**config.mk**
```make
export PLATFORM = sky130hd
export DESIGN_NAME = pending_encoder_32x5
export DESIGN_NICKNAME = d
export VERILOG_FILES = /design/src/rtl/pending_encoder_32x5_pkg.sv /design/src/rtl/priority_encoder_32x5.sv /design/src/rtl/pending_encoder_32x5.sv
export SDC_FILE = /design/constraint.sdc
export NUM_CORES = 1
export LEC_CHECK = 0
export ABC_AREA = 1
export CORE_MARGIN = 2
export CORE_UTILIZATION = 42
export CTS_CLUSTER_SIZE = 12
export DETAILED_ROUTE_END_ITERATION = 8
export PLACE_DENSITY = 0.74
export SETUP_SLACK_MARGIN = 0.3
export SLEW_MARGIN = 5
export SYNTH_ARGS = -nofsm -noshare
export SYNTH_HDL_FRONTEND = slang
export SYNTH_SLANG_ARGS = --single-unit
```
**constraint.sdc**
```tcl
create_clock -name CLK -period 2.7 [get_ports CLK]
set_input_delay 0.54 -clock CLK [delete_from_list [all_inputs] [get_ports CLK]]
set_output_delay 0.54 -clock CLK [all_outputs]
set_load 0.01 [all_outputs]
```
**src/rtl/pending_encoder_32x5_pkg.sv**
```systemverilog
// rtl/pending_encoder_32x5_pkg.sv - shared constants, state encoding and 5x32 decoder
// Contents:
//   WIDTH, IDX_W   request line count and index width
//   state_t        ST_IDLE (nothing offered) / ST_OFFER (IDX offered to consumer)
//   decode_5x32    one-hot of a 5-bit index, used as the pending-bit clear mask
`ifndef PENDING_ENCODER_32X5_PKG_SV
`define PENDING_ENCODER_32X5_PKG_SV
package pending_encoder_32x5_pkg;
   localparam int WIDTH = 32;
   localparam int IDX_W = 5;

   typedef enum logic {
      ST_IDLE  = 1'b0,
      ST_OFFER = 1'b1
   } state_t;

   function automatic logic [WIDTH-1:0] decode_5x32(input logic [IDX_W-1:0] idx);
      logic [WIDTH-1:0] onehot;
      onehot      = '0;
      onehot[idx] = 1'b1;
      return onehot;
   endfunction
endpackage
`endif

```
**src/rtl/priority_encoder_32x5.sv**
```systemverilog
// rtl/priority_encoder_32x5.sv - combinational lowest-set-bit encoder
// Ports:
//   vec  in   32  input vector
//   idx  out  5   index of the lowest set bit of vec (0 when vec is zero)
//   any  out  1   1 when any bit of vec is set
module priority_encoder_32x5
   import pending_encoder_32x5_pkg::*;
(
   input  logic [WIDTH-1:0] vec,
   output logic [IDX_W-1:0] idx,
   output logic             any
);

   // Scan from the top down so the last hit, and therefore the winner, is the lowest bit.
   always_comb begin
      idx = '0;
      any = 1'b0;
      for (int i = WIDTH - 1; i >= 0; i--) begin
         if (vec[i]) begin
            idx = i[IDX_W-1:0];
            any = 1'b1;
         end
      end
   end

endmodule

```
**src/rtl/pending_encoder_32x5.sv**
```systemverilog
// rtl/pending_encoder_32x5.sv - serialises a multi-hot request set into indices, lowest first
// Ports:
//   CLK      in   1   clock, rising edge
//   RESET    in   1   synchronous reset, active-high
//   LOAD     in   1   OR REQ_IN into the pending set this edge
//   REQ_IN   in   32  request bits, bit n requests index n
//   READY    in   1   consumer accepts IDX when VALID=1
//   VALID    out  1   IDX holds an offered index
//   IDX      out  5   offered index (registered)
//   PENDING  out  32  pending set, excluding the offered index
//   EMPTY    out  1   PENDING==0 and VALID==0
module pending_encoder_32x5
   import pending_encoder_32x5_pkg::*;
(
   input  logic             CLK,
   input  logic             RESET,
   input  logic             LOAD,
   input  logic [WIDTH-1:0] REQ_IN,
   input  logic             READY,
   output logic             VALID,
   output logic [IDX_W-1:0] IDX,
   output logic [WIDTH-1:0] PENDING,
   output logic             EMPTY
);

   state_t           state_q, state_d;
   logic [WIDTH-1:0] pend_q, pend_d;
   logic [IDX_W-1:0] idx_q, idx_d;
   logic [WIDTH-1:0] eff_set;
   logic [WIDTH-1:0] clr_mask;
   logic [IDX_W-1:0] low_idx;
   logic             any_set;
   logic             take;

   // Requests arriving this cycle are visible to the issue decision in the same cycle.
   assign eff_set = pend_q | (LOAD ? REQ_IN : '0);

   priority_encoder_32x5 u_prio (
      .vec (eff_set),
      .idx (low_idx),
      .any (any_set)
   );

   assign clr_mask = decode_5x32(low_idx);

   always_ff @(posedge CLK) begin
      if (RESET) begin
         state_q <= ST_IDLE;
         pend_q  <= '0;
         idx_q   <= '0;
      end else begin
         state_q <= state_d;
         pend_q  <= pend_d;
         idx_q   <= idx_d;
      end
   end

   always_comb begin
      state_d = state_q;
      idx_d   = idx_q;
      pend_d  = eff_set;
      take    = (state_q == ST_IDLE) || READY;
      if (take) begin
         if (any_set) begin
            idx_d   = low_idx;
            state_d = ST_OFFER;
            pend_d  = eff_set & ~clr_mask;
         end else begin
            // IDX keeps its last value; only VALID drops.
            state_d = ST_IDLE;
            pend_d  = '0;
         end
      end
   end

   assign VALID   = (state_q == ST_OFFER);
   assign IDX     = idx_q;
   assign PENDING = pend_q;
   assign EMPTY   = (pend_q == '0) && !VALID;

endmodule

```
==> results of run 1 <==
-- kinds of logic (layout without fill, tap and decap cells) --
logic type      after synthesis  after routing
buf+inv                      53            193
flops                        38             38
compound gates               47             47
simple gates                199            200
-- Yosys cell counts, drive strengths merged, types with 2 or more instances --
master,n
nand4,19
clkbuf,2
buf,8
a21oi,39
dfxtp,38
nor4,10
nand2,91
nor3,2
o21ai,4
nand3,18
nor2,59
inv,43
-- power breakdown --
part | switching (W) | internal [W] | total, W | leakage (nW)
sequential | 0.0000450 | 0.000600 | 0.000645 | 0.314
combinational | 0.000368 | 0.000356 | 0.000723 | 1.47
clock | 0.000216 | 0.000370 | 0.000586 | 0.0683
total | 0.000629 | 0.00133 | 0.00195 | 1.86
-- path summary, 6_finish.rpt --
| path | end | slack, ns |
|---|---|---|
| worst max-delay path | PENDING[31]$_SDFF_PP0_ | 0.02 |
| worst min-delay path | IDX[4]$_SDFFE_PP0P_ | 0.48 |
| worst max register to register | PENDING[31]$_SDFF_PP0_ | 0.03 |
| worst min register to register | IDX[4]$_SDFFE_PP0P_ | 0.48 |
-- worst max-delay path, cell delays in order --
cell and delay [ns]:
buf_12 0.12, nand2_4 0.06, nand2_2 0.05, buf_4 0.12
buf_4 0.12, buf_4 0.12, buf_4 0.12, buf_4 0.12
buf_4 0.13, buf_4 0.13, buf_4 0.12, buf_4 0.12
buf_4 0.12, buf_4 0.12, buf_4 0.13, buf_4 0.12
buf_4 0.12, buf_4 0.12, buf_4 0.12, nand3_1 0.09
inv_1 0.06
-- metrics by stage --
| step | total power (W) | TNS [ns] | cell area, sq um |
|---|---|---|---|
| final | 0.00195 | 0 | 4030 |
| after global routing | 0.00203 | -3.67 | 4030 |
| after CTS | 0.00191 | 0 | 3930 |
| after detailed placement | 0.00125 | -12.69 | 3540 |
| after global placement | 0.00124 | -11.87 | 3540 |
| after floorplan | 0.000967 | 0 | 2420 |
-- metal layers --
metal	GRT usage (%)	wire length [microns]	up-vias
met2	38.9	3820	150
met5	0	0	-
li1	-	-	1386
met3	4.89	675	38
met1	33.4	3380	1271
met4	10.2	282	0
-- flip-flops by register name, indices dropped and copies added (netlist names) --
name / count
VALID: 1
IDX: 5
PENDING: 32
-- cell type report --
class                           count  area, sq um  share of cell area (%)
Clock buffer                        5         68.8                    1.71
Clock inverter                      3         68.8                    1.71
Inverter                           43          169                    4.19
Multi-Input combinational cell    247         1530                    38.1
Sequential cell                    38          764                    19.0
Tap cell                           72         90.1                    2.24
Timing Repair Buffer              141         1330                    32.9
Timing Repair inverter              1         8.76                   0.217
-- repair_timing --
action	CTS	global route
resized for setup	41	13
gates cloned	2	1
pin swaps	28	21
setup buffers	20	2
endpoints found under the setup margin	34	35
-- cell usage in the layout, fill, tap and decap left out, drive strengths merged, types with 3 or more instances in the layout --
cell type / synthesis / routed
a21oi: 39 / 39
buf: 8 / 70
clkbuf: 2 / 6
clkdlybuf4s50: 0 / 65
dfxtp: 38 / 38
dlygate4sd2: 0 / 3
inv: 43 / 44
nand2: 91 / 92
nand3: 18 / 18
nand4: 19 / 19
nor2: 59 / 59
nor4: 10 / 10
o21ai: 4 / 4
==> reports/summary.txt, run 1 <==
Finished Layout Cells -> 550
Post-Syn Nets -> 373
Share of the synthesized area in the top cell type -> 32.1%
GRT Overall Usage -> 24.8%
Warning count from the yosys run -> 0
Placed cell count -> 517
Die Y -> 79.1 microns
Min Hold Slack -> 0.478 ns
Worst EP required -> 2.89 ns
Xor-xnor portion of the synthesized cell area -> 0%
Relative slew slack -> 68.3%
WL/cell -> 14.8 microns
Cell area after synthesis -> 2370 sq um
Final-layout fill cell count -> 411
CP startpoint -> LOAD
Final worst slack -> 0.0165 ns
Maximum buffer depth of the clock tree -> 2
Origin of the worst min-delay path -> IDX[4]$_SDFFE_PP0P_
Run status -> finished clean
Synth cell types -> 26
Multiplexer area fraction after synthesis -> 0%
Synth Flop Type -> dfxtp_1
Clk sinks -> 38
Setup violators final -> 0
Clock Latency Late Sink -> 0.31 ns
Largest net degree at the start of global routing -> 25
TritonCTS clock tree -> built
Number of remaining DRC errors -> 0
Post-Syn Instances -> 337
Crit path time final -> 2.68 ns
Leakage -> 1.86 nW
CTS buffer count -> 5
Cell taking the most area after synthesis -> dfxtp_1
Synth Area in Compound Gates -> 19.1%
Max VDD drop -> 0.263 mV
Die area -> 6260 sq um
Least-Margin Pin Slew -> 0.474 ns
PwrDens -> 485 nW/um^2
First-pass GRT wire length -> 12,300 microns
Final WL -> 8160 microns
Vias per cell -> 5.17
Main combinational cell family by area after synthesis -> simple AND/OR/NAND/NOR gates
EDFF count, synth -> 0
Detailed Routing Iterations Pass 1 -> 8
#FFs+latches synth -> 38
Layout Nets -> 513
Hold Buf Count CTS -> 0
RSZ-0062 raised after global routing -> yes
Ranking of synthesized cells by area -> dfxtp_1 (32%), nand2_1 (13%), nor2_1 (9.4%)
Htree depth -> 2
Hold WC Path Type -> reg2reg
Setup crit start kind -> input pin
Port Buf Inserts -> 74
I/O Pins -> 75
Crit end category -> register
Layout cells sized above 1 -> 31.6%
Area grow syn2layout -> 70.0%
Gr ovfl total -> 0
Row cnt -> 27
Die Width -> 79.1 microns
Max Fclk -> 373 MHz
R2R depth -> 20
Core Box Area -> 5470 sq um
Final setup skew -> 0.0185 ns
Clk Tree Root Cell -> clkbuf_8
Mean Syn Cell Area -> 7.03 sq um
Initial Utilization -> 43.3%
Period utilization -> 99.4%
Synth Area in Adders -> 0%
Vias -> 2,845
Simple-gate share of the synthesized area -> 38.8%
Final design utilization -> 73.6%
Routed Antenna Nets -> 0
Hold Crit Depth -> 2
Crit Path Category -> in2reg
Final number of hold-violating endpoints -> 0
Antenna violations before repair -> 0
Register area share after synthesis -> 32.1%
DR iter-0 viols -> 248
Dpl hpwl -> 5290 microns
CP Data Arrival Time -> 2.87 ns
Ant. Diodes -> 0
CP Max Fanout -> 6
Max-cap violations -> 0
Final slew viol count -> 0
Reg-to-Reg Start -> PENDING[31]$_SDFF_PP0_
Post-synth ARST share -> 0%
GP Congestion -> 0.903
Clock slew at reported path FFs -> 0.07 ns
Vias in the first global route -> 2,603
Post-place setup slack -> -0.440 ns
(Power assumes the default switching activity.)
==> inputs of run 2 (changes only) <==
--- a/config.mk
+++ b/config.mk
@@ -11,7 +11,6 @@
 export CTS_CLUSTER_SIZE = 12
 export DETAILED_ROUTE_END_ITERATION = 8
 export PLACE_DENSITY = 0.74
-export SETUP_SLACK_MARGIN = 0.3
 export SLEW_MARGIN = 5
 export SYNTH_ARGS = -nofsm -noshare
 export SYNTH_HDL_FRONTEND = slang
==> reports/summary.txt, run 2 (same netlist as run 1, synthesis figures left out) <==
Design area -> 3770 sq um (-6.5%)
Met2 WL -> 3240 microns (-15%)
Least-Margin Pin Slew -> 0.426 ns (-0.0474 ns)
Vias in the first global route -> 2,535 (-2.6%)
Met1 WL -> 3070 microns (-9.1%)
First-pass GRT wire length -> 11,000 microns (-11%)
Core Box Area -> 5470 sq um (unchanged)
Max VDD drop -> 0.257 mV (-2.3%)
WL/cell -> 12.9 microns (-13%)
Hold WC Path Type -> reg2reg
Ant. Diodes -> 0 (unchanged)
Run status -> finished clean
Final setup TNS -> 0 ns (unchanged)
TritonCTS clock tree -> built
DR iter-0 viols -> 193 (-22%)
Clk sinks -> 38 (unchanged)
Final setup skew -> 0.00982 ns (-0.00868 ns)
Max reg flops -> 32 (unchanged)
Met3 WL -> 467 microns (-31%)
Most common cell after layout, fill and taps aside -> nand2_1
Leading cell types in the layout, fill and taps excluded -> nand2_1 (81), clkdlybuf4s50_1 (66), nor2_1 (59)
Detailed Routing Iterations Pass 1 -> 4 (-4)
Overall Power -> 0.00171 W (-13%)
Vias -> 2,667 (-6.3%)
Die Width -> 79.1 microns (unchanged)
CP Max Fanout -> 10 (+4)
Largest net degree at the start of global routing -> 17 (-32%)
I/O Pins -> 75 (unchanged)
PwrDens -> 454 nW/um^2 (-6.5%)
Maximum buffer depth of the clock tree -> 2 (unchanged)
Max Used Layer -> met4
Gr ovfl total -> 0 (unchanged)
Leakage -> 1.74 nW (-6.1%)
Port Buf Inserts -> 74 (unchanged)
Final slew viol count -> 0 (unchanged)
Crit Path Category -> in2reg
Row cnt -> 27 (unchanged)
Crit end category -> register
Area grow syn2layout -> 59.1%
Layout cells sized above 1 -> 27.8% (-3.8 points)
Number of remaining DRC errors -> 0 (unchanged)
Htree depth -> 2 (unchanged)
Setup crit start kind -> input pin
Dpl hpwl -> 5210 microns (-1.6%)
Die area -> 6260 sq um (unchanged)
Clock slew at reported path FFs -> 0.08 ns (about the same)
CP Data Arrival Time -> 2.82 ns (-0.05 ns)
GRT Overall Usage -> 21.9% (-2.9 points)
Routed Antenna Nets -> 0 (unchanged)
Antenna violations before repair -> 0 (unchanged)
Crit path time final -> 2.62 ns (-0.0597 ns)
Period utilization -> 97.2% (-2.2 points)
Worst EP required -> 2.89 ns (about the same)
Clock Latency Late Sink -> 0.30 ns (about the same)
Die Y -> 79.1 microns (unchanged)
Placed cell areas -> 3540 sq um (about the same)
Max-cap violations -> 0 (unchanged)
Relative slew slack -> 71.3% (+3.0 points)
Setup violators final -> 0 (unchanged)
CTS buffer count -> 5 (unchanged)
Final number of hold-violating endpoints -> 0 (unchanged)
Vias per cell -> 4.95 (-4.3%)
Max Fclk -> 381 MHz (+2.3%)
Initial Utilization -> 43.3% (unchanged)
Final WL -> 6960 microns (-15%)
Clk Tree Root Cell -> clkbuf_8
Layout Nets -> 502 (-2.1%)
GP Congestion -> 0.917 (+1.6%)
RSZ-0062 raised after global routing -> yes
[run 2: cell types whose count changed in the layout (fill, tap and decap cells not counted), sizes merged]
cell	before	now
dlymetal6s2s	0	1
clkbuf	6	9
buf	70	58
dlygate4sd2	3	2
inv	44	43
clkinvlp	0	1
clkdlybuf4s50	65	66
clkdlybuf4s15	2	1
bufinv	2	0
[run 2: cell type report]
type	instances	area [sq um]
inverter	43	164
multi-input combinational	247	1440
sequential	38	764
timing repair buffer	131	1210
fill	463	1710
clock inverter	2	12.5
clock buffer	6	82.6
tap	72	90.1
[run 2: critical path, stage by stage]
cell,delay (ns)
buf_12,0.12
a21oi_2,0.14
buf_4,0.12
buf_4,0.09
nand3_1,0.12
a31oi_1,0.20
nor2_1,0.06
nor2_1,0.09
nor2_1,0.05
nor2_1,0.08
nor2_1,0.05
nor2_1,0.09
nor2_1,0.05
nor2_1,0.10
o211ai_1,0.11
a31o_2,0.23
nand2_2,0.10
buf_4,0.22
nand4_1,0.13
nand2_1,0.09
inv_1,0.04
[run 2: power breakdown]
part / leakage [nW] / switching (W) / internal (W)
Clock: 0.0472 / 0.000210 / 0.000205
Combinational: 1.38 / 0.000333 / 0.000323
Sequential: 0.314 / 0.0000379 / 0.000600
[run 2: routing by layer]
metal,global-route usage (%),vias to the layer above
met5,0,-
li1,-,1354
met4,8.79,0
met2,36.2,95
met1,27.9,1203
met3,4.43,15
[run 2: final timing paths]
path / start / to / slack (ns) / depth (start not counted)
worst min-delay path: IDX[4]$_SDFFE_PP0P_ / IDX[4]$_SDFFE_PP0P_ / 0.48 / 2
worst max register to register: PENDING[30]$_SDFF_PP0_ / PENDING[5]$_SDFF_PP0_ / 0.11 / 20
worst max-delay path: LOAD / PENDING[5]$_SDFF_PP0_ / 0.08 / 21
worst min register to register: IDX[4]$_SDFFE_PP0P_ / IDX[4]$_SDFFE_PP0P_ / 0.48 / 2
[run 2: timing repair]
action | in CTS | in global routing
hold buffers | 0 | 0
resized for setup | 14 | 26
buffers inserted | 5 | 3
gates cloned | 1 | 0
endpoints found under the setup margin | 32 | 32
pin swaps | 26 | 27
[run 2: metrics by stage]
| step | utilization [%] | cells | hold slack [ns] | setup WS [ns] |
|---|---|---|---|---|
| 3_5_place_dp | 64.6 | 522 | 0.454 | -0.457 |
| 2_1_floorplan | - | 337 | 0.484 | 0.117 |
| 6_report | 68.8 | 539 | 0.478 | 0.0762 |
| 4_1_cts | 67.6 | 536 | 0.475 | 0.00400 |
| 3_3_place_gp | 64.6 | 522 | 0.462 | -0.415 |
| 5_1_grt | 68.8 | 539 | 0.530 | -0.170 |
==> inputs of run 3 (changes only) <==
--- a/config.mk
+++ b/config.mk
@@ -6,10 +6,10 @@
 export NUM_CORES = 1
 export LEC_CHECK = 0
 export ABC_AREA = 1
-export CORE_MARGIN = 2
 export CORE_UTILIZATION = 42
 export CTS_CLUSTER_SIZE = 12
 export DETAILED_ROUTE_END_ITERATION = 8
+export GPL_TIMING_DRIVEN = 0
 export PLACE_DENSITY = 0.74
 export SLEW_MARGIN = 5
 export SYNTH_ARGS = -nofsm -noshare
==> reports/summary.txt, run 3 (same netlist as run 1, synthesis figures left out) <==
CTS buffer count -> 5 (unchanged)
Final slew viol count -> 0 (unchanged)
Final worst slack -> -0.0385 ns (-0.115 ns)
Clock Latency Late Sink -> 0.30 ns (about the same)
Core Box Area -> 5270 sq um (-3.7%)
Ant. Diodes -> 0 (unchanged)
Layout Nets -> 468 (-6.8%)
Port Buf Inserts -> 73 (-1.4%)
Vias in the first global route -> 2,477 (-2.3%)
GP Congestion -> 0.947 (+3.3%)
First-pass GRT wire length -> 11,600 microns (+5.2%)
Failing checks -> setup timing
Clk Tree Root Cell -> clkbuf_8
Design area -> 3480 sq um (-7.7%)
Max Used Layer -> met4
Relative slew slack -> 58.5% (-13 points)
Vias -> 2,532 (-5.1%)
Die Y -> 77.1 microns (-2.5%)
Setup crit start kind -> input pin
Row cnt -> 26 (-3.7%)
Clock slew at reported path FFs -> 0.08 ns (about the same)
Final WL -> 6930 microns (-0.37%)
Antenna violations before repair -> 0 (unchanged)
Least-Margin Pin Slew -> 0.621 ns (+0.195 ns)
Worst EP required -> 2.90 ns (about the same)
WL/cell -> 13.8 microns (+6.8%)
Hold WC Path Type -> reg2reg
Crit Path Category -> in2reg
Die Width -> 77.1 microns (-2.5%)
GRT Overall Usage -> 24.5% (+2.6 points)
Max reg flops -> 32 (unchanged)
Largest net degree at the start of global routing -> 12 (-5)
CP Max Fanout -> 10 (unchanged)
Max Fclk -> 365 MHz (-4.2%)
Leading cell types in the layout, fill and taps excluded -> nand2_1 (83), clkdlybuf4s50_1 (65), nor2_1 (59)
Final design utilization -> 66.0% (-2.8 points)
Placed cell areas -> 3190 sq um (-9.9%)
Met2 WL -> 3210 microns (-0.87%)
Final-layout fill cell count -> 495 (+6.9%)
DR iter-0 viols -> 165 (-15%)
Htree depth -> 2 (unchanged)
Layout cells sized above 1 -> 21.0% (-6.8 points)
Area grow syn2layout -> 46.9%
RSZ-0062 raised after global routing -> yes
Crit end category -> register
TritonCTS clock tree -> built
Leakage -> 1.57 nW (-9.9%)
Maximum buffer depth of the clock tree -> 2 (unchanged)
Crit path time final -> 2.74 ns (+0.115 ns)
Met3 WL -> 531 microns (+14%)
Hold Buf Count CTS -> 0 (unchanged)
Dpl hpwl -> 4970 microns (-4.5%)
Gr ovfl total -> 0 (unchanged)
Period utilization -> 101% (+4.2 points)
Routed Antenna Nets -> 0 (unchanged)
Final setup skew -> 0.00560 ns (-0.00422 ns)
Vias per cell -> 5.03 (+1.7%)
Detailed Routing Iterations Pass 1 -> 5 (+1)
Die area -> 5940 sq um (-5.0%)
Max-cap violations -> 0 (unchanged)
Max VDD drop -> 0.278 mV (+8.4%)
Number of remaining DRC errors -> 0 (unchanged)
Clk sinks -> 38 (unchanged)
CP Data Arrival Time -> 2.94 ns (+0.12 ns)
Setup violators final -> 5 (+5)
Met1 WL -> 3110 microns (+1.2%)
PwrDens -> 470 nW/um^2 (+3.5%)
Most common cell after layout, fill and taps aside -> nand2_1
I/O Pins -> 75 (unchanged)
Run status -> finished, violations left
Final number of hold-violating endpoints -> 0 (unchanged)
Initial Utilization -> 44.9% (+1.7 points)
[run 3: cell count changes in the layout (fill, tap and decap cells not counted), moves of 3 or more]
cell	delta
a21oi_2	-3
a21oi_4	+3
buf_12	-4
buf_2	+3
buf_4	-37
nand3_2	+3
[run 3: critical path, stage by stage]
cell and delay (ns):
clkdlybuf4s50_1 0.43, a21oi_2 0.19, nand2_1 0.10, nor2_1 0.14, nor2_1 0.05, nor2_1 0.08, nor2_1 0.05, nor2_1 0.09
nor2_1 0.05, nor2_1 0.09, nor2_1 0.05, o211ai_1 0.18, a31o_2 0.21, nand2_4 0.11, inv_4 0.12, buf_4 0.19
nand4_1 0.14, nand2_1 0.08, inv_1 0.03
[run 3: area by class of cell]
class / count / area (sq um) / share of cell area (%)
inverter: 43 / 164 / 4.71
sequential: 38 / 762 / 21.9
clock inverter: 1 / 5.00 / 0.144
tap: 70 / 87.6 / 2.52
buffer: 10 / 85.1 / 2.45
multi-input combinational: 247 / 1460 / 42.0
timing repair buffer: 87 / 828 / 23.8
clock buffer: 7 / 86.3 / 2.48
[run 3: metal layers]
metal  track usage, %  vias up
li1                 -     1289
met1             32.4     1129
met2             39.6      105
met3             4.88        9
met4             8.11        0
met5                0        -
[run 3: timing repair]
| action | CTS | global route |
|---|---|---|
| gates cloned | 2 | 0 |
| pin swaps | 14 | 19 |
| endpoints found under the hold margin | 0 | 0 |
| buffers inserted | 8 | 5 |
| resized for setup | 27 | 17 |
| endpoints found under the setup margin | 34 | 33 |
[run 3: power by group]
part	switching, W	leakage [nW]	internal, W
logic	0.000323	1.21	0.000261
registers	0.0000404	0.314	0.000600
clock network	0.000203	0.0482	0.000206
total	0.000566	1.57	0.00107
[run 3: through the flow]
stage	setup TNS, ns	worst slack, ns	hold WS (ns)	instances	power, W
4_1_cts	0	0.00473	0.479	498	0.00161
2_1_floorplan	0	0.117	0.484	337	0.000959
5_1_grt	-8.00	-0.311	0.501	503	0.00172
3_3_place_gp	-23.78	-0.776	0.464	480	0.00116
3_5_place_dp	-24.63	-0.801	0.459	480	0.00117
6_report	-0.0773	-0.0385	0.479	503	0.00163
[run 3: path summary, 6_finish.rpt]
kind / start / endpoint / slack [ns] / cells past startpoint
worst max-delay path: REQ_IN[24] / PENDING[19]$_SDFF_PP0_ / -0.04 / 19
worst max register to register: PENDING[31]$_SDFF_PP0_ / PENDING[20]$_SDFF_PP0_ / 0.13 / 36
worst min register to register: IDX[4]$_SDFFE_PP0P_ / IDX[4]$_SDFFE_PP0P_ / 0.48 / 2
worst min-delay path: IDX[4]$_SDFFE_PP0P_ / IDX[4]$_SDFFE_PP0P_ / 0.48 / 2
